### config.mk
export PLATFORM = sky130hd
export DESIGN_NAME = tristate_bus_arbiter
export DESIGN_NICKNAME = d
export VERILOG_FILES = /design/src/rtl/tristate_bus_arbiter.sv
export SDC_FILE = /design/constraint.sdc
export NUM_CORES = 1
export LEC_CHECK = 0
export ABC_CLOCK_PERIOD_IN_PS = 7000
export CAP_MARGIN = 40
export CORE_MARGIN = 4
export CORE_UTILIZATION = 59
export CTS_CLUSTER_SIZE = 24
export DETAILED_ROUTE_END_ITERATION = 16
export PLACE_DENSITY = 0.82
export SYNTH_ARGS = -nofsm -noshare
export SYNTH_HDL_FRONTEND = slang
export SYNTH_SLANG_ARGS = --single-unit
### constraint.sdc
create_clock -name clk -period 7 [get_ports clk]
set_clock_uncertainty 0.05 [all_clocks]
set_input_delay 0.7 -clock clk [delete_from_list [all_inputs] [get_ports clk]]
set_output_delay 0.7 -clock clk [all_outputs]
set_load 0.01 [all_outputs]
### src/rtl/tristate_bus_arbiter.sv
// Round-robin owner selection for a shared tristate bus with bounded hold time
// and guaranteed dead cycles between owners; every output is registered.
module tristate_bus_arbiter #(
    parameter int NREQ     = 4,
    parameter int HOLD_MAX = 8,
    parameter int TURN_CYC = 1
) (
    input  logic            clk,
    input  logic            reset,
    input  logic [NREQ-1:0] req,
    output logic [NREQ-1:0] grant,
    output logic [NREQ-1:0] drv_en,
    output logic            bus_idle,
    output logic            timeout
);

    localparam int IW = $clog2(NREQ);

    typedef enum logic [1:0] {S_IDLE, S_OWN, S_TURN} state_t;

    state_t          r_state, w_state_nx;
    logic [NREQ-1:0] r_grant, w_grant_nx;
    logic            r_timeout, w_timeout_nx;
    logic            r_idle;
    logic [7:0]      r_hold, w_hold_nx;
    logic [2:0]      r_turn, w_turn_nx;
    logic [IW-1:0]   r_last, w_last_nx;
    logic [IW-1:0]   w_win;
    logic            w_found;
    logic [IW:0]     w_cand;
    logic [NREQ-1:0] w_shift;
    logic            w_owner_req;

    // Search starts just after the previous owner, so it has lowest priority.
    always_comb begin
        w_found = 1'b0;
        w_win   = '0;
        w_cand  = '0;
        w_shift = '0;
        for (int k = 1; k <= NREQ; k++) begin
            w_cand = {1'b0, r_last} + (IW+1)'(k);
            if (w_cand >= (IW+1)'(NREQ))
                w_cand = w_cand - (IW+1)'(NREQ);
            w_shift = req >> w_cand;
            if (!w_found && w_shift[0]) begin
                w_found = 1'b1;
                w_win   = w_cand[IW-1:0];
            end
        end
    end

    assign w_owner_req = |(req & r_grant);

    always_comb begin
        w_state_nx   = r_state;
        w_grant_nx   = r_grant;
        w_timeout_nx = 1'b0;
        w_hold_nx    = r_hold;
        w_turn_nx    = r_turn;
        w_last_nx    = r_last;
        case (r_state)
            S_IDLE: begin
                if (w_found) begin
                    w_state_nx = S_OWN;
                    w_grant_nx = NREQ'(1) << w_win;
                    w_hold_nx  = 8'd1;
                    w_last_nx  = w_win;
                end
            end
            S_OWN: begin
                if (!w_owner_req || r_hold >= 8'(HOLD_MAX)) begin
                    w_state_nx   = S_TURN;
                    w_grant_nx   = '0;
                    w_turn_nx    = 3'd1;
                    w_hold_nx    = '0;
                    // A voluntary release on the last allowed cycle is not a timeout.
                    w_timeout_nx = w_owner_req;
                end else begin
                    w_hold_nx = r_hold + 8'd1;
                end
            end
            S_TURN: begin
                if (r_turn >= 3'(TURN_CYC)) begin
                    w_turn_nx = '0;
                    if (w_found) begin
                        w_state_nx = S_OWN;
                        w_grant_nx = NREQ'(1) << w_win;
                        w_hold_nx  = 8'd1;
                        w_last_nx  = w_win;
                    end else begin
                        w_state_nx = S_IDLE;
                    end
                end else begin
                    w_turn_nx = r_turn + 3'd1;
                end
            end
            default: begin
                w_state_nx = S_IDLE;
                w_grant_nx = '0;
            end
        endcase
    end

    always_ff @(posedge clk or posedge reset) begin
        if (reset) begin
            r_state   <= S_IDLE;
            r_grant   <= '0;
            r_timeout <= 1'b0;
            r_idle    <= 1'b1;
            r_hold    <= '0;
            r_turn    <= '0;
            r_last    <= IW'(NREQ-1);
        end else begin
            r_state   <= w_state_nx;
            r_grant   <= w_grant_nx;
            r_timeout <= w_timeout_nx;
            r_idle    <= ~|w_grant_nx;
            r_hold    <= w_hold_nx;
            r_turn    <= w_turn_nx;
            r_last    <= w_last_nx;
        end
    end

    assign grant    = r_grant;
    assign drv_en   = r_grant;
    assign bus_idle = r_idle;
    assign timeout  = r_timeout;

endmodule
==> results of run 1 <==
placed cells by master (no fill, tap or decap), types with 2 or more instances in the layout:
master	Yosys	routed
sky130_fd_sc_hd__a32o_1	3	3
sky130_fd_sc_hd__nand3_1	3	3
sky130_fd_sc_hd__a22o_1	5	5
sky130_fd_sc_hd__o21a_1	6	6
sky130_fd_sc_hd__clkbuf_4	0	3
sky130_fd_sc_hd__or4_1	2	2
sky130_fd_sc_hd__a22oi_1	3	3
sky130_fd_sc_hd__a21oi_1	13	13
sky130_fd_sc_hd__dfrtp_1	18	18
sky130_fd_sc_hd__a21o_1	2	2
sky130_fd_sc_hd__mux2_2	2	2
sky130_fd_sc_hd__o21ai_1	2	2
sky130_fd_sc_hd__clkdlybuf4s50_1	0	15
sky130_fd_sc_hd__nor2_1	5	5
sky130_fd_sc_hd__inv_1	8	8
sky130_fd_sc_hd__nand2_1	10	10
sky130_fd_sc_hd__dfstp_2	3	3
sky130_fd_sc_hd__nand2b_1	2	2
sky130_fd_sc_hd__a211o_1	2	2
sky130_fd_sc_hd__mux4_2	4	4
sky130_fd_sc_hd__ha_1	5	5
sky130_fd_sc_hd__a211oi_1	2	2
sky130_fd_sc_hd__nor2b_1	4	4
power breakdown:
| group | switching (mW) | internal (mW) | total [mW] | leakage [nW] |
|---|---|---|---|---|
| Sequential | 0.0518 | 0.163 | 0.215 | 0.271 |
| Combinational | 0.234 | 0.187 | 0.421 | 0.364 |
| Clock | 0.0343 | 0.0213 | 0.0556 | 0.0177 |
| Total | 0.320 | 0.372 | 0.692 | 0.654 |
final cells by class:
| type | count | share of cell area, % |
|---|---|---|
| clock buffer | 3 | 1.48 |
| clock inverter | 1 | 0.329 |
| inverter | 8 | 1.98 |
| multi-input combinational | 96 | 49.2 |
| sequential | 21 | 34.8 |
| tap | 28 | 2.31 |
| timing repair buffer | 15 | 9.88 |
through the flow:
stage	area [sq um]	instances	utilization [%]
3_3_place_gp	1490	168	68.1
4_1_cts	1520	172	69.3
6_report	1520	172	69.3
2_1_floorplan	1350	131	-
5_1_grt	1520	172	69.3
3_5_place_dp	1490	168	68.1
cell families (layout without fill, tap and decap cells):
kind of cell | after synthesis | after routing | synth area share, %
and+or+nand+nor | 33 | 33 | 12.7
AOI/OAI and AO/OA | 50 | 50 | 28.1
buffers and inverters | 14 | 27 | 5.56
adders and majority gates | 5 | 5 | 4.63
muxes | 8 | 8 | 9.91
DFF | 21 | 21 | 39.2
worst max path at each step:
| stage | from | cells after the start | slack (ns) | endpoint |
|---|---|---|---|---|
| final | r_last[0] | 7 | 4.12 | drv_en[3] |
| after global placement | req[2] | 6 | 4.08 | drv_en[1] |
| after floorplan | r_last[0] | 8 | 4.42 | drv_en[2] |
| after detailed placement | req[3] | 6 | 4.02 | drv_en[0] |
| after global routing | r_last[0] | 7 | 3.95 | drv_en[2] |
| after CTS | r_last[0] | 7 | 4.13 | drv_en[1] |
worst register-to-register path, stage by stage, from the launching register on:
cell and delay [ns]:
sky130_fd_sc_hd__dfstp_2 0.71, sky130_fd_sc_hd__inv_1 0.16, sky130_fd_sc_hd__ha_1 0.46, sky130_fd_sc_hd__mux4_2 0.39, sky130_fd_sc_hd__or2_4 0.28, sky130_fd_sc_hd__or3_1 0.33, sky130_fd_sc_hd__o211ai_2 0.26, sky130_fd_sc_hd__a22o_1 0.19
flip-flops by register name, indices dropped and copies added, names as in the netlist:
signal    flops
drv_en        4
timeout       1
r_state       2
r_hold        8
r_last        2
bus_idle      1
r_turn        3
per-layer routing:
metal  vias up  track usage, %
met3         8            3.48
li1        524               -
met1       543            24.6
met4         0            8.81
met2        39            30.4
met5         -               0
==> flow_summary.rst, run 1 <==
.. list-table::
   :header-rows: 1

   * - Metric
     - Value
   * - Syn nets
     - 142
   * - Initial core utilization
     - 61.7%
   * - Fill cell instance count of the final layout
     - 168
   * - Hold Fails Final Rpt
     - 0
   * - Post-layout minimum cycle time
     - 2.88 ns
   * - Final Max Slew Viols
     - 0
   * - Clock sinks
     - 21
   * - Io pins
     - 16
   * - Largest fanout on the critical path
     - 12
   * - TritonCTS clock tree
     - built
   * - Library cell with the largest summed area after synthesis
     - sky130_fd_sc_hd__dfrtp_1
   * - Power density cells
     - 455 nW/um^2
   * - DRC marker count from the first detailed-route iteration
     - 39
   * - CP bufs+invs
     - 1
   * - Source of the worst hold timing path
     - r_hold[7]
   * - Reg2Reg Setup Slack
     - 4.12 ns
   * - Netlist Area Pre-Place
     - 1350 sq um
   * - Sequential cell area fraction in the yosys report
     - 39.2%
   * - Number of vias per cell
     - 6.48
   * - Post-layout net count
     - 156
   * - Share of the synthesized area in the top cell type
     - 33.3%
   * - Post-placement worst setup slack
     - 4.02 ns
   * - Standard-cell row count
     - 17
   * - Die outline area
     - 3120 sq um
   * - Post-route fraction of the period consumed by the critical path
     - 41.1%
   * - DP Wirelength
     - 2.11 mm
   * - Clock transition at the registers of the reported paths
     - 0.11 ns
   * - Horizontal extent of the die
     - 55.9 um
   * - Syn Area/Cell
     - 10.3 sq um
   * - Area added between synthesis and finish
     - 12.4%
   * - Via total after detailed routing
     - 1,114
   * - CP top delay family
     - flip-flops
   * - Via count of the first global-routing pass
     - 1,073
   * - Routability Congestion
     - 0.862
   * - Top area cells in the synthesized netlist
     - sky130_fd_sc_hd__dfrtp_1, sky130_fd_sc_hd__mux4_2, sky130_fd_sc_hd__dfstp_2, sky130_fd_sc_hd__a21oi_1, sky130_fd_sc_hd__ha_1
   * - Highest metal layer with signal wires
     - met4
   * - Number of failing setup endpoints in the final timing report
     - 0
   * - Slew @ Worst Pin
     - 0.757 ns
   * - Detail Route met2 WL
     - 1.38 mm
   * - Hold path depth
     - 1
   * - Clock root buffer
     - sky130_fd_sc_hd__clkbuf_4
   * - Final setup slack of the worst path
     - 4.12 ns
   * - Gates resized, CTS repair
     - 0
   * - Outcome
     - finished clean
   * - Met3 routed WL
     - 148 um
   * - Total global routing track utilization
     - 18.9%
   * - Cts hold-fix bufs
     - 0
   * - Die span in y
     - 55.9 um
   * - Diode count
     - 0
   * - Synth warn
     - 0
   * - Number of iterations in the first detailed-routing pass
     - 4
   * - DRT antenna net count
     - 0
   * - Required time at the worst-slack endpoint
     - 7.19 ns
   * - Fin Hold WS
     - 0.452 ns
   * - GRT overflow
     - 0
   * - Min-delay worst type
     - flop to flop
   * - CTS Buffer Depth
     - 2
   * - Endpoint of the worst hold-timing path
     - r_hold[7]
   * - Predominant post-synthesis flop cell
     - sky130_fd_sc_hd__dfrtp_1
   * - Kind of end point of the critical path
     - flop
   * - Number of cells traversed by the worst register-to-register path
     - 7
   * - Cell chain of the critical path
     - inv_1 -> ha_1 -> mux4_2 -> or2_4 -> or3_1 -> o211ai_2 -> a22o_1
   * - H-tree levels
     - 1
   * - IR drop worst, VDD
     - 0.269 mV
   * - Ratio of cells with drive above 1 in the final layout
     - 12.5%
   * - FF+latch count, synth
     - 21
   * - Antenna violations before repair
     - 0
   * - Global-route wire length before repair
     - 4.80 mm
   * - Met1 wire length
     - 1.23 mm
   * - Startpoint class of the critical path
     - flop
   * - Data arrival at the endpoint of the critical path
     - 3.07 ns
   * - Startpoint of the lowest-slack register-to-register path
     - r_last[0]
   * - Final total power
     - 0.692 mW
   * - # port buffers
     - 15
   * - Footprint of the multi-input gates
     - 747 sq um
   * - Cell with the biggest individual delay on the critical path
     - sky130_fd_sc_hd__dfstp_2
   * - Remaining routing DRC violations
     - 0
   * - Max Cap Viol
     - 0
   * - FMAX
     - 0.347 GHz
   * - FFs w/ async S/R, synth
     - 100%
   * - Sum of negative setup slack
     - 0 ns
   * - Unrepaired setup endpoints after global routing
     - false
   * - Max stage delay on crit path
     - 0.71 ns
   * - Gate count of the mapped netlist
     - 131
   * - Total wire length after detailed routing
     - 2.82 mm
   * - Largest net degree at the start of global routing
     - 22
   * - Core area
     - 2190 sq um
   * - Number of distinct library cells after synthesis
     - 45
   * - Setup Fix Bufs, Post-CTS
     - 0
   * - Type of the worst setup path
     - flop to flop
   * - Number of synthesized flops with an enable pin
     - 0
   * - Storage cell area
     - 529 sq um
   * - Skew-Pair Late Insertion Delay
     - 0.30 ns
   * - Final routed wire length divided by cell count
     - 16.4 um
   * - Top-count cell post-synth
     - sky130_fd_sc_hd__dfrtp_1
   * - Leading post-synthesis cells by instance count
     - sky130_fd_sc_hd__dfrtp_1, sky130_fd_sc_hd__a21oi_1, sky130_fd_sc_hd__nand2_1
   * - Worst slew margin relative to its limit
     - 49.5%
   * - Reg-to-reg endpoint
     - drv_en[3]
   * - TritonCTS buffer count
     - 3
   * - Leak pwr
     - 0.654 nW
No activity file was read; power rests on OpenSTA's default activity.
==> run 2, diff against run 1 <==
==> config.mk (replaced) <==
export PLATFORM = sky130hd
export DESIGN_NAME = tristate_bus_arbiter
export DESIGN_NICKNAME = d
export VERILOG_FILES = /design/src/rtl/tristate_bus_arbiter.sv
export SDC_FILE = /design/constraint.sdc
export NUM_CORES = 1
export LEC_CHECK = 0
export ABC_CLOCK_PERIOD_IN_PS = 2400
export CAP_MARGIN = 40
export CORE_MARGIN = 4
export CORE_UTILIZATION = 49
export CTS_CLUSTER_SIZE = 24
export DETAILED_ROUTE_END_ITERATION = 16
export PLACE_DENSITY = 0.72
export SYNTH_ARGS = -nofsm -noshare
export SYNTH_HDL_FRONTEND = slang
export SYNTH_SLANG_ARGS = --single-unit
==> constraint.sdc (replaced) <==
create_clock -name clk -period 2.4 [get_ports clk]
set_clock_uncertainty 0.05 [all_clocks]
set_input_delay 0.24 -clock clk [delete_from_list [all_inputs] [get_ports clk]]
set_output_delay 0.24 -clock clk [all_outputs]
set_load 0.01 [all_outputs]
==> flow_summary.rst, run 2 (synthesized netlist as in run 1, its figures left out) <==
.. list-table::
   :header-rows: 1

   * - Metric
     - Value
   * - Cell with the biggest individual delay on the critical path
     - sky130_fd_sc_hd__dfstp_2 (unchanged)
   * - Outcome
     - finished clean (unchanged)
   * - Die outline area
     - 3660 sq um (was 3120 sq um)
   * - Final Max Slew Viols
     - 0 (unchanged)
   * - Setup Fix Bufs, Post-CTS
     - 0 (unchanged)
   * - Diode count
     - 0 (unchanged)
   * - Cell depth of the worst setup path
     - 6 (was 7)
   * - Hold Fails Final Rpt
     - 0 (unchanged)
   * - Largest fanout on the critical path
     - 6 (was 12)
   * - Leak pwr
     - 0.721 nW (was 0.654 nW)
   * - Data arrival at the endpoint of the critical path
     - 2.55 ns (was 3.07 ns)
   * - DP Wirelength
     - 2.51 mm (was 2.11 mm)
   * - Startpoint class of the critical path
     - flop (unchanged)
   * - Via total after detailed routing
     - 1,161 (was 1,114)
   * - Power density cells
     - 1350 nW/um^2 (was 455 nW/um^2)
   * - Total wire length after detailed routing
     - 3.21 mm (was 2.82 mm)
   * - Cts hold-fix bufs
     - 0 (unchanged)
   * - GRT overflow
     - 0 (unchanged)
   * - Cell chain of the critical path
     - buf_12 -> mux4_2 -> or2_4 -> or3_4 -> o211ai_4 -> a22o_1 (was inv_1 -> ha_1 -> mux4_2 -> or2_4 -> or3_1 -> o211ai_2 -> a22o_1)
   * - Ratio of cells with drive above 1 in the final layout
     - 21.5% (was 12.5%)
   * - Post-placement worst setup slack
     - -0.0342 ns (was 4.02 ns)
   * - Number of cells traversed by the worst register-to-register path
     - 6 (was 7)
   * - Layout Utilization
     - 65.5% (was 69.3%)
   * - Standard-cell row count
     - 18 (was 17)
   * - CP top delay family
     - simple AND/OR/NAND/NOR gates (was flip-flops)
   * - DRT antenna net count
     - 0 (unchanged)
   * - Most frequent standard cell in the layout excluding fill and tap cells
     - sky130_fd_sc_hd__dfrtp_1 (unchanged)
   * - # port buffers
     - 15 (unchanged)
   * - Most flops, register
     - r_hold (unchanged)
   * - Via count of the first global-routing pass
     - 1,176 (was 1,073)
   * - Largest net degree at the start of global routing
     - 22 (unchanged)
   * - TritonCTS buffer count
     - 3 (unchanged)
   * - FMAX
     - 0.422 GHz (was 0.347 GHz)
   * - Required time at the worst-slack endpoint
     - 2.58 ns (was 7.19 ns)
   * - Global-route wire length before repair
     - 5.31 mm (was 4.80 mm)
   * - Number of iterations in the first detailed-routing pass
     - 4 (unchanged)
   * - Number of failing setup endpoints in the final timing report
     - 0 (unchanged)
   * - Core area
     - 2540 sq um (was 2190 sq um)
   * - Total global routing track utilization
     - 19.3% (was 18.9%)
   * - Final routed wire length divided by cell count
     - 17.1 um (was 16.4 um)
   * - DRC marker count from the first detailed-route iteration
     - 72 (was 39)
   * - Io pins
     - 16 (unchanged)
   * - Fill cell instance count of the final layout
     - 201 (was 168)
   * - Skew-Pair Late Insertion Delay
     - 0.29 ns (was 0.30 ns)
   * - Die span in y
     - 60.5 um (was 55.9 um)
   * - TritonCTS clock tree
     - built (unchanged)
   * - Clock root buffer
     - sky130_fd_sc_hd__clkbuf_4 (unchanged)
   * - Number of vias per cell
     - 6.18 (was 6.48)
   * - Type of the worst setup path
     - flop to flop (unchanged)
   * - CTS Buffer Depth
     - 2 (unchanged)
   * - Final setup slack of the worst path
     - 0.0303 ns (was 4.12 ns)
   * - Min-delay worst type
     - input port to async pin (was flop to flop)
   * - H-tree levels
     - 1 (unchanged)
   * - Unrepaired setup endpoints after global routing
     - true (was false)
   * - Post-route fraction of the period consumed by the critical path
     - 98.7% (was 41.1%)
   * - Area added between synthesis and finish
     - 23.3% (was 12.4%)
   * - IR drop worst, VDD
     - 0.794 mV (was 0.269 mV)
   * - Initial core utilization
     - 53.1% (was 61.7%)
   * - Post-layout net count
     - 170 (was 156)
   * - CP bufs+invs
     - 1 (unchanged)
   * - Number of flip-flops under the largest register name
     - 8 (unchanged)
   * - Horizontal extent of the die
     - 60.5 um (was 55.9 um)
   * - Clock sinks
     - 21 (unchanged)
   * - Max Cap Viol
     - 0 (unchanged)
   * - Clock transition at the registers of the reported paths
     - 0.11 ns (about the same)
   * - Max stage delay on crit path
     - 0.59 ns (was 0.71 ns)
   * - Kind of end point of the critical path
     - flop (unchanged)
   * - Post-layout minimum cycle time
     - 2.37 ns (was 2.88 ns)
   * - Remaining routing DRC violations
     - 0 (unchanged)
   * - Final total power
     - 2.26 mW (was 0.692 mW)
   * - Worst slew margin relative to its limit
     - 49.3% (was 49.5%)
   * - Most frequent cells in the layout
     - sky130_fd_sc_hd__dfrtp_1, sky130_fd_sc_hd__clkdlybuf4s50_1, sky130_fd_sc_hd__a21oi_1, sky130_fd_sc_hd__buf_4, sky130_fd_sc_hd__nand2_1 (was sky130_fd_sc_hd__dfrtp_1, sky130_fd_sc_hd__clkdlybuf4s50_1, sky130_fd_sc_hd__a21oi_1)
   * - Antenna violations before repair
     - 0 (unchanged)
   * - Routability Congestion
     - 0.814 (was 0.862)
   * - Slew @ Worst Pin
     - 0.760 ns (was 0.757 ns)
run 2: final cells by class:
cell class | count | area [sq um] | area share [%]
multi-input cells | 96 | 773 | 46.4
flip-flops and latches | 21 | 529 | 31.8
repair buffers | 29 | 268 | 16.1
well taps | 30 | 37.5 | 2.25
inverters | 8 | 32.5 | 1.95
clock buffers | 4 | 26.3 | 1.58
run 2: repair_timing:
| action | in CTS | in global routing |
|---|---|---|
| pin swaps | 1 | 3 |
| gates cloned | 0 | 0 |
| resized for setup | 0 | 2 |
| setup endpoints to repair | 1 | 4 |
run 2: worst paths after layout:
path                                start   endpoint  slack, ns
worst max-delay path            r_last[0]  drv_en[0]       0.03
worst min-delay path                reset  r_hold[5]       0.34
worst max register to register  r_last[0]  drv_en[0]       0.03
worst min register to register  r_hold[7]  r_hold[7]       0.45
max in group asynchronous           reset    timeout       1.49
min in group clk                r_hold[7]  r_hold[7]       0.45
run 2: power breakdown:
group | total, mW | internal (mW) | switching [mW]
combinational | 1.50 | 0.708 | 0.795
sequential | 0.592 | 0.475 | 0.117
clock | 0.160 | 0.0646 | 0.0959
total | 2.26 | 1.25 | 1.01
run 2: metrics by stage:
| step | cell area (sq um) | cells | TNS (ns) | hold WS [ns] |
|---|---|---|---|---|
| after global placement | 1630 | 184 | 0 | 0.424 |
| after floorplan | 1370 | 131 | -0.183 | 0.164 |
| after detailed placement | 1630 | 184 | -0.0742 | 0.434 |
| final | 1670 | 188 | 0 | 0.337 |
| after global routing | 1670 | 188 | -0.133 | 0.413 |
| after CTS | 1650 | 188 | 0 | 0.352 |
run 2: layer usage:
| layer | share of wire, % | vias up | GRT usage [%] |
|---|---|---|---|
| met2 | 55 | 28 | 34.9 |
| met5 | 0 | - | 0 |
| met3 | 4.2 | 2 | 2.77 |
| met1 | 40 | 580 | 24.3 |
| li1 | - | 551 | - |
| met4 | 0.53 | 0 | 4.95 |
==> run 3, diff against run 2 <==
--- a/config.mk
+++ b/config.mk
@@ -8,10 +8,11 @@
 export ABC_CLOCK_PERIOD_IN_PS = 2400
 export CAP_MARGIN = 40
 export CORE_MARGIN = 4
-export CORE_UTILIZATION = 49
+export CORE_UTILIZATION = 40
 export CTS_CLUSTER_SIZE = 24
 export DETAILED_ROUTE_END_ITERATION = 16
-export PLACE_DENSITY = 0.72
+export MAX_ROUTING_LAYER = met4
+export PLACE_DENSITY = 0.61
 export SYNTH_ARGS = -nofsm -noshare
 export SYNTH_HDL_FRONTEND = slang
 export SYNTH_SLANG_ARGS = --single-unit
==> flow_summary.rst, run 3 (synthesized netlist as in run 1, its figures left out) <==
.. list-table::
   :header-rows: 1

   * - Metric
     - Value
   * - Die outline area
     - 4370 sq um (was 3660 sq um)
   * - Skew-Pair Late Insertion Delay
     - 0.30 ns (was 0.29 ns)
   * - Remaining routing DRC violations
     - 0 (unchanged)
   * - Data arrival at the endpoint of the critical path
     - 2.59 ns (was 2.55 ns)
   * - Leak pwr
     - 0.726 nW (was 0.721 nW)
   * - Largest fanout on the critical path
     - 5 (was 6)
   * - Failing checks
     - setup timing
   * - Reg2Reg Setup Slack
     - -0.003 ns (was 0.03 ns)
   * - Number of flip-flops under the largest register name
     - 8 (unchanged)
   * - Fin Hold WS
     - 0.315 ns (was 0.337 ns)
   * - Max stage delay on crit path
     - 0.61 ns (was 0.59 ns)
   * - DRT antenna net count
     - 0 (unchanged)
   * - CTS Buffer Depth
     - 2 (unchanged)
   * - Max Cap Viol
     - 0 (unchanged)
   * - Number of failing setup endpoints in the final timing report
     - 3 (was 0)
   * - Cts hold-fix bufs
     - 0 (unchanged)
   * - Final setup slack of the worst path
     - -0.00323 ns (was 0.0303 ns)
   * - Core area
     - 3150 sq um (was 2540 sq um)
   * - Startpoint of the lowest-slack register-to-register path
     - r_last[0] (unchanged)
   * - GRT overflow
     - 0 (unchanged)
   * - H-tree levels
     - 1 (unchanged)
   * - IR drop worst, VDD
     - 0.629 mV (was 0.794 mV)
   * - Fill cell instance count of the final layout
     - 296 (was 201)
   * - FMAX
     - 0.416 GHz (was 0.422 GHz)
   * - Required time at the worst-slack endpoint
     - 2.59 ns (was 2.58 ns)
   * - Number of iterations in the first detailed-routing pass
     - 4 (unchanged)
   * - Hold Fails Final Rpt
     - 0 (unchanged)
   * - Number of cells traversed by the worst register-to-register path
     - 7 (was 6)
   * - Footprint of the multi-input gates
     - 759 sq um (was 773 sq um)
   * - Unrepaired setup endpoints after global routing
     - true (unchanged)
   * - Via count of the first global-routing pass
     - 1,150 (was 1,176)
   * - Most frequent cells in the layout
     - sky130_fd_sc_hd__dfrtp_1, sky130_fd_sc_hd__buf_4, sky130_fd_sc_hd__clkdlybuf4s50_1 (was sky130_fd_sc_hd__dfrtp_1, sky130_fd_sc_hd__clkdlybuf4s50_1, sky130_fd_sc_hd__a21oi_1, sky130_fd_sc_hd__buf_4, sky130_fd_sc_hd__nand2_1)
   * - TritonCTS buffer count
     - 3 (unchanged)
   * - Storage cell area
     - 529 sq um (unchanged)
   * - Diode count
     - 0 (unchanged)
   * - Gates resized, CTS repair
     - 0 (unchanged)
   * - Horizontal extent of the die
     - 66.1 um (was 60.5 um)
   * - Standard-cell row count
     - 20 (was 18)
   * - Worst slew margin relative to its limit
     - 48.7% (was 49.3%)
   * - Outcome
     - complete, but fails checks (was finished clean)
   * - Total wire length after detailed routing
     - 3.09 mm (was 3.21 mm)
   * - Post-layout net count
     - 172 (was 170)
   * - Ratio of cells with drive above 1 in the final layout
     - 21.9% (was 21.5%)
   * - Io pins
     - 16 (unchanged)
   * - Cell with the biggest individual delay on the critical path
     - sky130_fd_sc_hd__dfstp_2 (unchanged)
   * - Final total power
     - 2.25 mW (was 2.26 mW)
   * - Cell chain of the critical path
     - inv_4 -> ha_4 -> mux4_2 -> or2_4 -> or3_1 -> o211ai_2 -> a22o_1 (was buf_12 -> mux4_2 -> or2_4 -> or3_4 -> o211ai_4 -> a22o_1)
   * - Post-route fraction of the period consumed by the critical path
     - 100% (was 98.7%)
   * - Kind of end point of the critical path
     - flop (unchanged)
   * - Clock transition at the registers of the reported paths
     - 0.11 ns (about the same)
   * - Final Max Slew Viols
     - 0 (unchanged)
   * - DP Wirelength
     - 2.44 mm (was 2.51 mm)
   * - Die span in y
     - 66.1 um (was 60.5 um)
   * - # port buffers
     - 15 (unchanged)
   * - Global-route wire length before repair
     - 5.44 mm (was 5.31 mm)
   * - Routability Congestion
     - 0.947 (was 0.814)
   * - Startpoint class of the critical path
     - flop (unchanged)
   * - Clock sinks
     - 21 (unchanged)
   * - Reg-to-reg endpoint
     - drv_en[3] (was drv_en[0])
   * - Post-layout minimum cycle time
     - 2.40 ns (was 2.37 ns)
   * - Final routed wire length divided by cell count
     - 15.1 um (was 17.1 um)
   * - Area added between synthesis and finish
     - 23.8% (was 23.3%)
   * - Via total after detailed routing
     - 1,129 (was 1,161)
   * - Most frequent standard cell in the layout excluding fill and tap cells
     - sky130_fd_sc_hd__dfrtp_1 (unchanged)
   * - Slew @ Worst Pin
     - 0.768 ns (was 0.760 ns)
   * - Initial core utilization
     - 42.9% (was 53.1%)
   * - Most flops, register
     - r_hold (unchanged)
   * - DRC marker count from the first detailed-route iteration
     - 119 (was 72)
   * - Largest net degree at the start of global routing
     - 22 (unchanged)
   * - Total global routing track utilization
     - 16.4% (was 19.3%)
   * - Min-delay worst type
     - input port to async pin (unchanged)
   * - Number of vias per cell
     - 5.53 (was 6.18)
   * - Post-placement worst setup slack
     - -0.0108 ns (was -0.0342 ns)
   * - Power density cells
     - 1340 nW/um^2 (was 1350 nW/um^2)
   * - TritonCTS clock tree
     - built (unchanged)
   * - Antenna violations before repair
     - 0 (unchanged)
   * - Type of the worst setup path
     - flop to flop (unchanged)
   * - Clock root buffer
     - sky130_fd_sc_hd__clkbuf_4 (unchanged)
==> run 3: per-layer routing <==
layer	global-route usage [%]	part of all wire, %
met5	-	0
met4	7.87	2.7
met3	1.36	2.1
met2	26.6	50
met1	20.5	45
==> run 3: worst max-delay path: cells and delay by family (launching register included) <==
kind	cells	cell delay, ns
fa+ha+maj	1	0.28
flops	1	0.61
compound gates	2	0.44
simple gates	2	0.60
buf+inv	1	0.05
mux	1	0.31
==> run 3: how the worst max path moves through the flow <==
stage,slack [ns],cells after the start,start,endpoint
6_report,-0.003,7,r_last[0],drv_en[3]
5_1_grt,-0.08,7,r_last[0],drv_en[1]
4_1_cts,0.01,7,r_last[0],drv_en[3]
3_5_place_dp,-0.01,7,r_last[0],drv_en[3]
3_3_place_gp,0.03,7,req[1],drv_en[0]
2_1_floorplan,-0.05,8,r_last[0],drv_en[2]
==> run 3: final cells by class <==
class / instances / area share (%)
sequential: 21 / 31.6
tap: 44 / 3.29
clock buffer: 4 / 1.57
timing repair buffer: 31 / 16.2
multi-input combinational: 96 / 45.4
inverter: 8 / 1.94
==> run 3: per-stage QoR <==
stage / area (sq um) / setup TNS [ns] / std cells / util (%)
2_1_floorplan: 1370 / -0.183 / 131 / -
3_3_place_gp: 1620 / 0 / 197 / 51.5
3_5_place_dp: 1620 / -0.0350 / 197 / 51.5
4_1_cts: 1660 / 0 / 202 / 52.6
5_1_grt: 1670 / -0.309 / 204 / 53.1
6_report: 1670 / -0.00739 / 204 / 53.1
==> run 3: timing repair <==
item	CTS	global route
endpoints found under the hold margin	0	0
pin swaps	1	4
endpoints found under the setup margin	4	10
setup buffers	1	2
==> run 3: power by group <==
group | total, mW | switching [mW] | internal [mW]
clock | 0.167 | 0.102 | 0.0647
sequential | 0.580 | 0.105 | 0.475
combinational | 1.50 | 0.775 | 0.726
==> edit 1: new RTL, config.mk and constraints of run 2 <==
Remove the register `r_timeout`: a continuous assignment takes its place, so the output `timeout` follows one clock earlier.
--- a/src/rtl/tristate_bus_arbiter.sv
+++ b/src/rtl/tristate_bus_arbiter.sv
@@ -105,7 +105,6 @@
         if (reset) begin
             r_state   <= S_IDLE;
             r_grant   <= '0;
-            r_timeout <= 1'b0;
             r_idle    <= 1'b1;
             r_hold    <= '0;
             r_turn    <= '0;
@@ -113,7 +112,6 @@
         end else begin
             r_state   <= w_state_nx;
             r_grant   <= w_grant_nx;
-            r_timeout <= w_timeout_nx;
             r_idle    <= ~|w_grant_nx;
             r_hold    <= w_hold_nx;
             r_turn    <= w_turn_nx;
@@ -121,6 +119,8 @@
         end
     end
 
+    assign r_timeout = w_timeout_nx;
+
     assign grant    = r_grant;
     assign drv_en   = r_grant;
     assign bus_idle = r_idle;
Formal check against the unedited RTL: not equivalent (Yosys sat finds a counterexample within 10 cycles, from zero or initial values and one cycle with reset high).
==> edit 1 against run 2 <==
  * Sequential cell count is 1 lower
  * Synthesized cell count down 6.9%
  * Total power fell by 15%
  * Setup slack better by 0.076 ns
  * Wire length decreased by 23%
  * Synthesized area fell by 7.0%
  * Global-route usage decreased by 2.8 points
  * Final area decreased by 12%
  * Clock power is 21% higher
  * Maximum frequency rose by 3.3%
  * Core utilization down 5.8 points
  * First-iteration DRC count down 65%
==> edit 1: results (changes against run 2) <==
logic_synthesis:
  dominantRegCellSynth: "dfrtp_1"
  commonest_cells_in_the_netlist: "dfrtp_1 (17), nand2_1 (10), nor2_1 (8)"
  synth_fp_nets: 133  # -6.3%
  seq_area_frac_synth: 0.401  # +0.00973
  ys_top_cells_by_area: "dfrtp_1 (34%), dfstp_2 (6.3%), ha_1 (5.0%), a22o_1 (4.9%), mux4_2 (3.6%)"
  synth_cell_type_count: 40  # -11%
  synth-async-reset-ratio: 1.00  # unchanged
  yosys_warnings: 0  # unchanged
clock_tree:
  worstSkewPairLatency_ns: 0.29  # about the same
  cts_buffers: 3  # unchanged
  cts_root_buffer: "clkbuf_4"
  worst_case_clock_buffer_depth: 2  # unchanged
  post_cts_resize_count: 0  # unchanged
  worst_setup_hold_path_clk_slew_ns: 0.11  # about the same
  cts.htree.levels: 1  # unchanged
  cts.repair_timing.setup_buffer_count: 0  # unchanged
drt:
  postRouteWirelength_um: 2480  # -23%
  detailedRoute.firstIterationViolations: 25  # -65%
  detailroute.via_count: 972  # -16%
  detail_route.drc_violations: 0  # unchanged
  drt_first_pass_iters: 6  # +2
finish:
  finish.net_count: 151  # -11%
  largest_register_ff_count: 8  # unchanged
  antenna_diode_instance_count: 0  # unchanged
  max_flop_register: "r_hold"
  num-fill-cells: 218  # +8.5%
  final_layout_size_suffix_gt1_frac: 0.158  # -0.0569
hold_path:
  hold_path.class: "input pin to async pin"
power:
  switching_share: 0.435  # -0.0122
  peakVddDrop_v: 0.000778  # -2.0%
  power.leakage_nw: 0.650  # -9.9%
place:
  dp_hpwl_um: 1960  # -22%
  routabilityCongestion: 0.939  # +15%
  buffer_ports.inserted: 15  # unchanged
global_route:
  grt_start_max_net_pins: 21  # -4.5%
  gr-usage-all-layers: 0.165  # -0.0277
  antenna_found_initial: 0  # unchanged
  grt_pass1_wl_um: 4430  # -17%
timing:
  timing.final.hold_violations: 0  # unchanged
  tightestPinTransition_ns: 0.764  # +0.00473 ns
setup_path:
  critical_path.max_fanout: 4  # -2
  cp.arrival_ns: 2.48  # -0.07 ns
outcome:
  run_status: "completed"
edit 1: cell count changes in the layout (fill, tap and decap cells not counted), sizes merged, moves of 3 or more:
cell,change
o21a,-4
a21oi,-5
nor2b,-3
a22oi,-3
nand2b,+3
mux2i,+3
buf,-10
nor2,+4
edit 1: area by class of cell:
type	instances	area share
clock buffers	4	0.0248
inverters	6	0.0154
multi-input cells	90	0.467
flip-flops and latches	20	0.344
well taps	30	0.0256
repair buffers	19	0.123
edit 1: cell families after synthesis:
group | after synthesis | synth area share
xor+xnor | 1 | 0.00697
fa+ha+maj | 5 | 0.0498
simple gates | 37 | 0.143
buf+inv | 12 | 0.0538
flops | 20 | 0.401
compound gates | 38 | 0.238
mux | 9 | 0.107
edit 1: per-layer routing:
metal,up-vias,part of all wire,wire (um),track usage
li1,486,-,-,-
met1,475,0.47,1160,0.221
met2,9,0.50,1250,0.276
met3,2,0.020,49,0.0285
met4,0,0.0097,24,0.0485
met5,-,0,0,0
edit 1: critical path, cell delays in order, from the launching register on:
cell	delay [ns]
dfstp_2	0.55
inv_1	0.08
ha_1	0.35
mux4_2	0.37
nand2b_1	0.17
a31o_1	0.24
o32ai_1	0.24
a22o_1	0.20
edit 1: worst paths after layout:
kind                            startpoint   endpoint  slack (ns)  cells past startpoint
worst max-delay path             r_last[0]  drv_en[2]        0.11                      7
worst max register to register   r_last[0]  drv_en[2]        0.11                      7
worst min-delay path                 reset  drv_en[1]        0.32                      2
worst min register to register   r_hold[7]  r_hold[7]        0.47                      1
min in group clk                 r_hold[7]  r_hold[7]        0.47                      1
max in group asynchronous            reset  r_turn[1]        1.50                      2
edit 1: power groups by stage:
stage	registers, mW	logic (mW)	clock network (mW)
3_5_place_dp	0.569	1.16	0
2_1_floorplan	0.557	0.876	0
4_1_cts	0.564	1.16	0.200
6_report	0.564	1.16	0.193
5_1_grt	0.584	1.28	0.218
3_3_place_gp	0.565	1.14	0
edit 1: per-stage QoR:
| stage | std cells | power (mW) | setup WS, ns | area [um2] | util |
|---|---|---|---|---|---|
| after floorplan | 122 | 1.43 | 0.0482 | 1260 | - |
| after global placement | 165 | 1.71 | 0.148 | 1430 | 0.582 |
| after detailed placement | 165 | 1.73 | 0.121 | 1430 | 0.582 |
| after CTS | 169 | 1.93 | 0.103 | 1470 | 0.597 |
| after global routing | 169 | 2.09 | 0.0383 | 1470 | 0.597 |
| final | 169 | 1.91 | 0.106 | 1470 | 0.597 |
==> edit 2: new RTL, flow settings as in run 2 <==
Without the edit above. The parameter `HOLD_MAX` goes from 8 to 6.
--- a/src/rtl/tristate_bus_arbiter.sv
+++ b/src/rtl/tristate_bus_arbiter.sv
@@ -2,7 +2,7 @@
 // and guaranteed dead cycles between owners; every output is registered.
 module tristate_bus_arbiter #(
     parameter int NREQ     = 4,
-    parameter int HOLD_MAX = 8,
+    parameter int HOLD_MAX = 6,
     parameter int TURN_CYC = 1
 ) (
     input  logic            clk,
Check against the original RTL: not equivalent (Yosys sat finds a counterexample within 10 cycles, from zero or initial values and one cycle with reset high).
==> edit 2 against run 2 <==
  * Via count grew 2.9%
  * Final area up 6.6%
  * Setup slack improved by 0.0038 ns
  * Largest power group unchanged
  * Sequential cell count unchanged
  * Critical path depth increased by 2
  * Maximum frequency grew 0.16%
  * Wire length rose by 4.1%
  * Clock power increased by 10%
  * Synthesized area is 6.8% higher
  * Critical endpoint is now drv_en[3]
  * Total power grew 1.8%
==> edit 2: results (changes against run 2) <==
timing:
  timing.final.hold_violations: 0  # unchanged
  max_slew_headroom: 0.481  # -0.0118
  setup_viol_count_final: 0  # unchanged
clock_tree:
  worst_setup_hold_path_clk_slew_ns: 0.13  # +0.02 ns
  worstSkewPairLatency_ns: 0.31  # +0.02 ns
  cts.htree.levels: 1  # unchanged
  cts_buffers: 3  # unchanged
global_route:
  antenna_found_initial: 0  # unchanged
  grt_start_max_net_pins: 22  # unchanged
  grt_pass1_vias: 1261  # +7.2%
  gr-usage-all-layers: 0.178  # -0.0154
  grt_pass1_wl_um: 5810  # +9.5%
drt:
  route.top_layer_used: "met4"
  routed-wl-met3_um: 97  # -28%
  postRouteWirelength_um: 3340  # +4.1%
  detailedRoute.firstIterationViolations: 43  # -40%
  wl_met2_um: 1700  # -3.4%
  routedLengthMet1_um: 1520  # +17%
  avgViaCountPerCell: 5.95  # -3.7%
  drt_first_pass_iters: 4  # unchanged
setup_path:
  cp.arrival_ns: 2.53  # -0.02 ns
  reg2reg_depth: 8  # +2
  critical_path.max_stage_delay_ns: 0.64  # +0.05 ns
  critical_path.max_fanout: 6  # unchanged
hold_path:
  hold_path.class: "input pin to async pin"
logic_synthesis:
  ys_top_cells_by_area: "dfrtp_1 (31%), dfstp_2 (5.5%), mux4_2 (4.7%), ha_1 (4.3%), mux2i_1 (4.2%)"
  synthesis.area_per_instance_um2: 10.1  # -2.2%
  yosys_warnings: 0  # unchanged
  synth_fp_nets: 154  # +8.5%
  synth-async-reset-ratio: 1.00  # unchanged
  seq_area_frac_synth: 0.367  # -0.0248
  commonest_cells_in_the_netlist: "dfrtp_1 (18), nor2_1 (10), inv_1 (9)"
  synth_cell_type_count: 44  # -2.2%
power:
  power.leakage_nw: 0.798  # +11%
  peakVddDrop_v: 0.000928  # +17%
  switching_power_mw: 1.00  # -0.50%
place:
  dpl_cell_area_um2: 1700  # +4.8%
  preCtsSetupSlack_ns: -0.0503  # -0.0161 ns
  routabilityCongestion: 0.845  # +3.7%
  buffer_ports.inserted: 15  # unchanged
  dp_hpwl_um: 2530  # +0.88%
finish:
  antenna_diode_instance_count: 0  # unchanged
  instances_no_fill: 201  # +6.9%
  num-fill-cells: 238  # +18%
  max_flop_register: "r_hold"
  finish.net_count: 182  # +7.1%
  final_layout_size_suffix_gt1_frac: 0.265  # +0.0495
outcome:
  run_status: "completed"
## edit 2: changes by cell type in the layout (fill, tap and decap cells not counted), sizes merged, moves of 3 or more
cell / change
a21oi: -7
mux2i: +5
nor2: +5
buf: +4
nand2: -4
o21ai: +4
a21boi: +3
nand2b: +3
## edit 2: cell families after synthesis
| logic type | Yosys count | share of synthesized area |
|---|---|---|
| adder cells (fa/ha/maj) | 5 | 0.0434 |
| AO/OA/AOI/OAI | 47 | 0.257 |
| buffers and inverters | 19 | 0.0720 |
| multiplexers | 14 | 0.130 |
| AND/OR/NAND/NOR | 37 | 0.131 |
| flip-flops | 21 | 0.367 |
## edit 2: critical path, delay by kind of cell (launching register included)
family	cells	cell delay, ns
AO/OA/AOI/OAI	4	0.72
adder cells (fa/ha/maj)	1	0.28
buffers and inverters	2	0.23
flip-flops	1	0.64
multiplexers	1	0.35
## edit 2: power groups by stage
stage / logic [mW] / registers [mW] / clock network [mW]
final: 1.53 / 0.588 / 0.176
after detailed placement: 1.41 / 0.594 / 0
after CTS: 1.43 / 0.586 / 0.185
after global placement: 1.38 / 0.587 / 0
after global routing: 1.67 / 0.606 / 0.203
after floorplan: 1.09 / 0.552 / 0
## edit 2: area by class of cell
cell class,instances,area [um2],area share
flip-flops and latches,21,529,0.298
repair buffers,33,285,0.161
clock buffers,3,22.5,0.0127
multi-input cells,103,857,0.482
well taps,31,38.8,0.0218
inverters,9,36.3,0.0204
clock inverters,1,7.51,0.00423
## edit 2: final timing paths
kind                       slack, ns        end      start
setup / recovery                0.03  drv_en[3]  r_last[0]
hold / removal                  0.31  drv_en[2]      reset
setup reg to reg                0.03  drv_en[3]  r_last[0]
hold reg to reg                 0.50  r_hold[0]  r_hold[0]
max in group asynchronous       1.51    timeout      reset
min in group clk                0.50  r_hold[0]  r_hold[0]
## edit 2: what timing repair did
action / 4_1_cts / 5_1_grt
setup endpoints to repair: 3 / 11
pin swaps: 0 / 2
hold buffers: 0 / 0
buffers inserted: 0 / 1
gates cloned: 0 / 0
gates resized for setup: 1 / 6
## edit 2: per-layer routing
| metal | vias up | track usage |
|---|---|---|
| met1 | 591 | 0.227 |
| met3 | 4 | 0.0252 |
| met5 | - | 0 |
| met4 | 0 | 0.0557 |
| li1 | 581 | - |
| met2 | 19 | 0.308 |
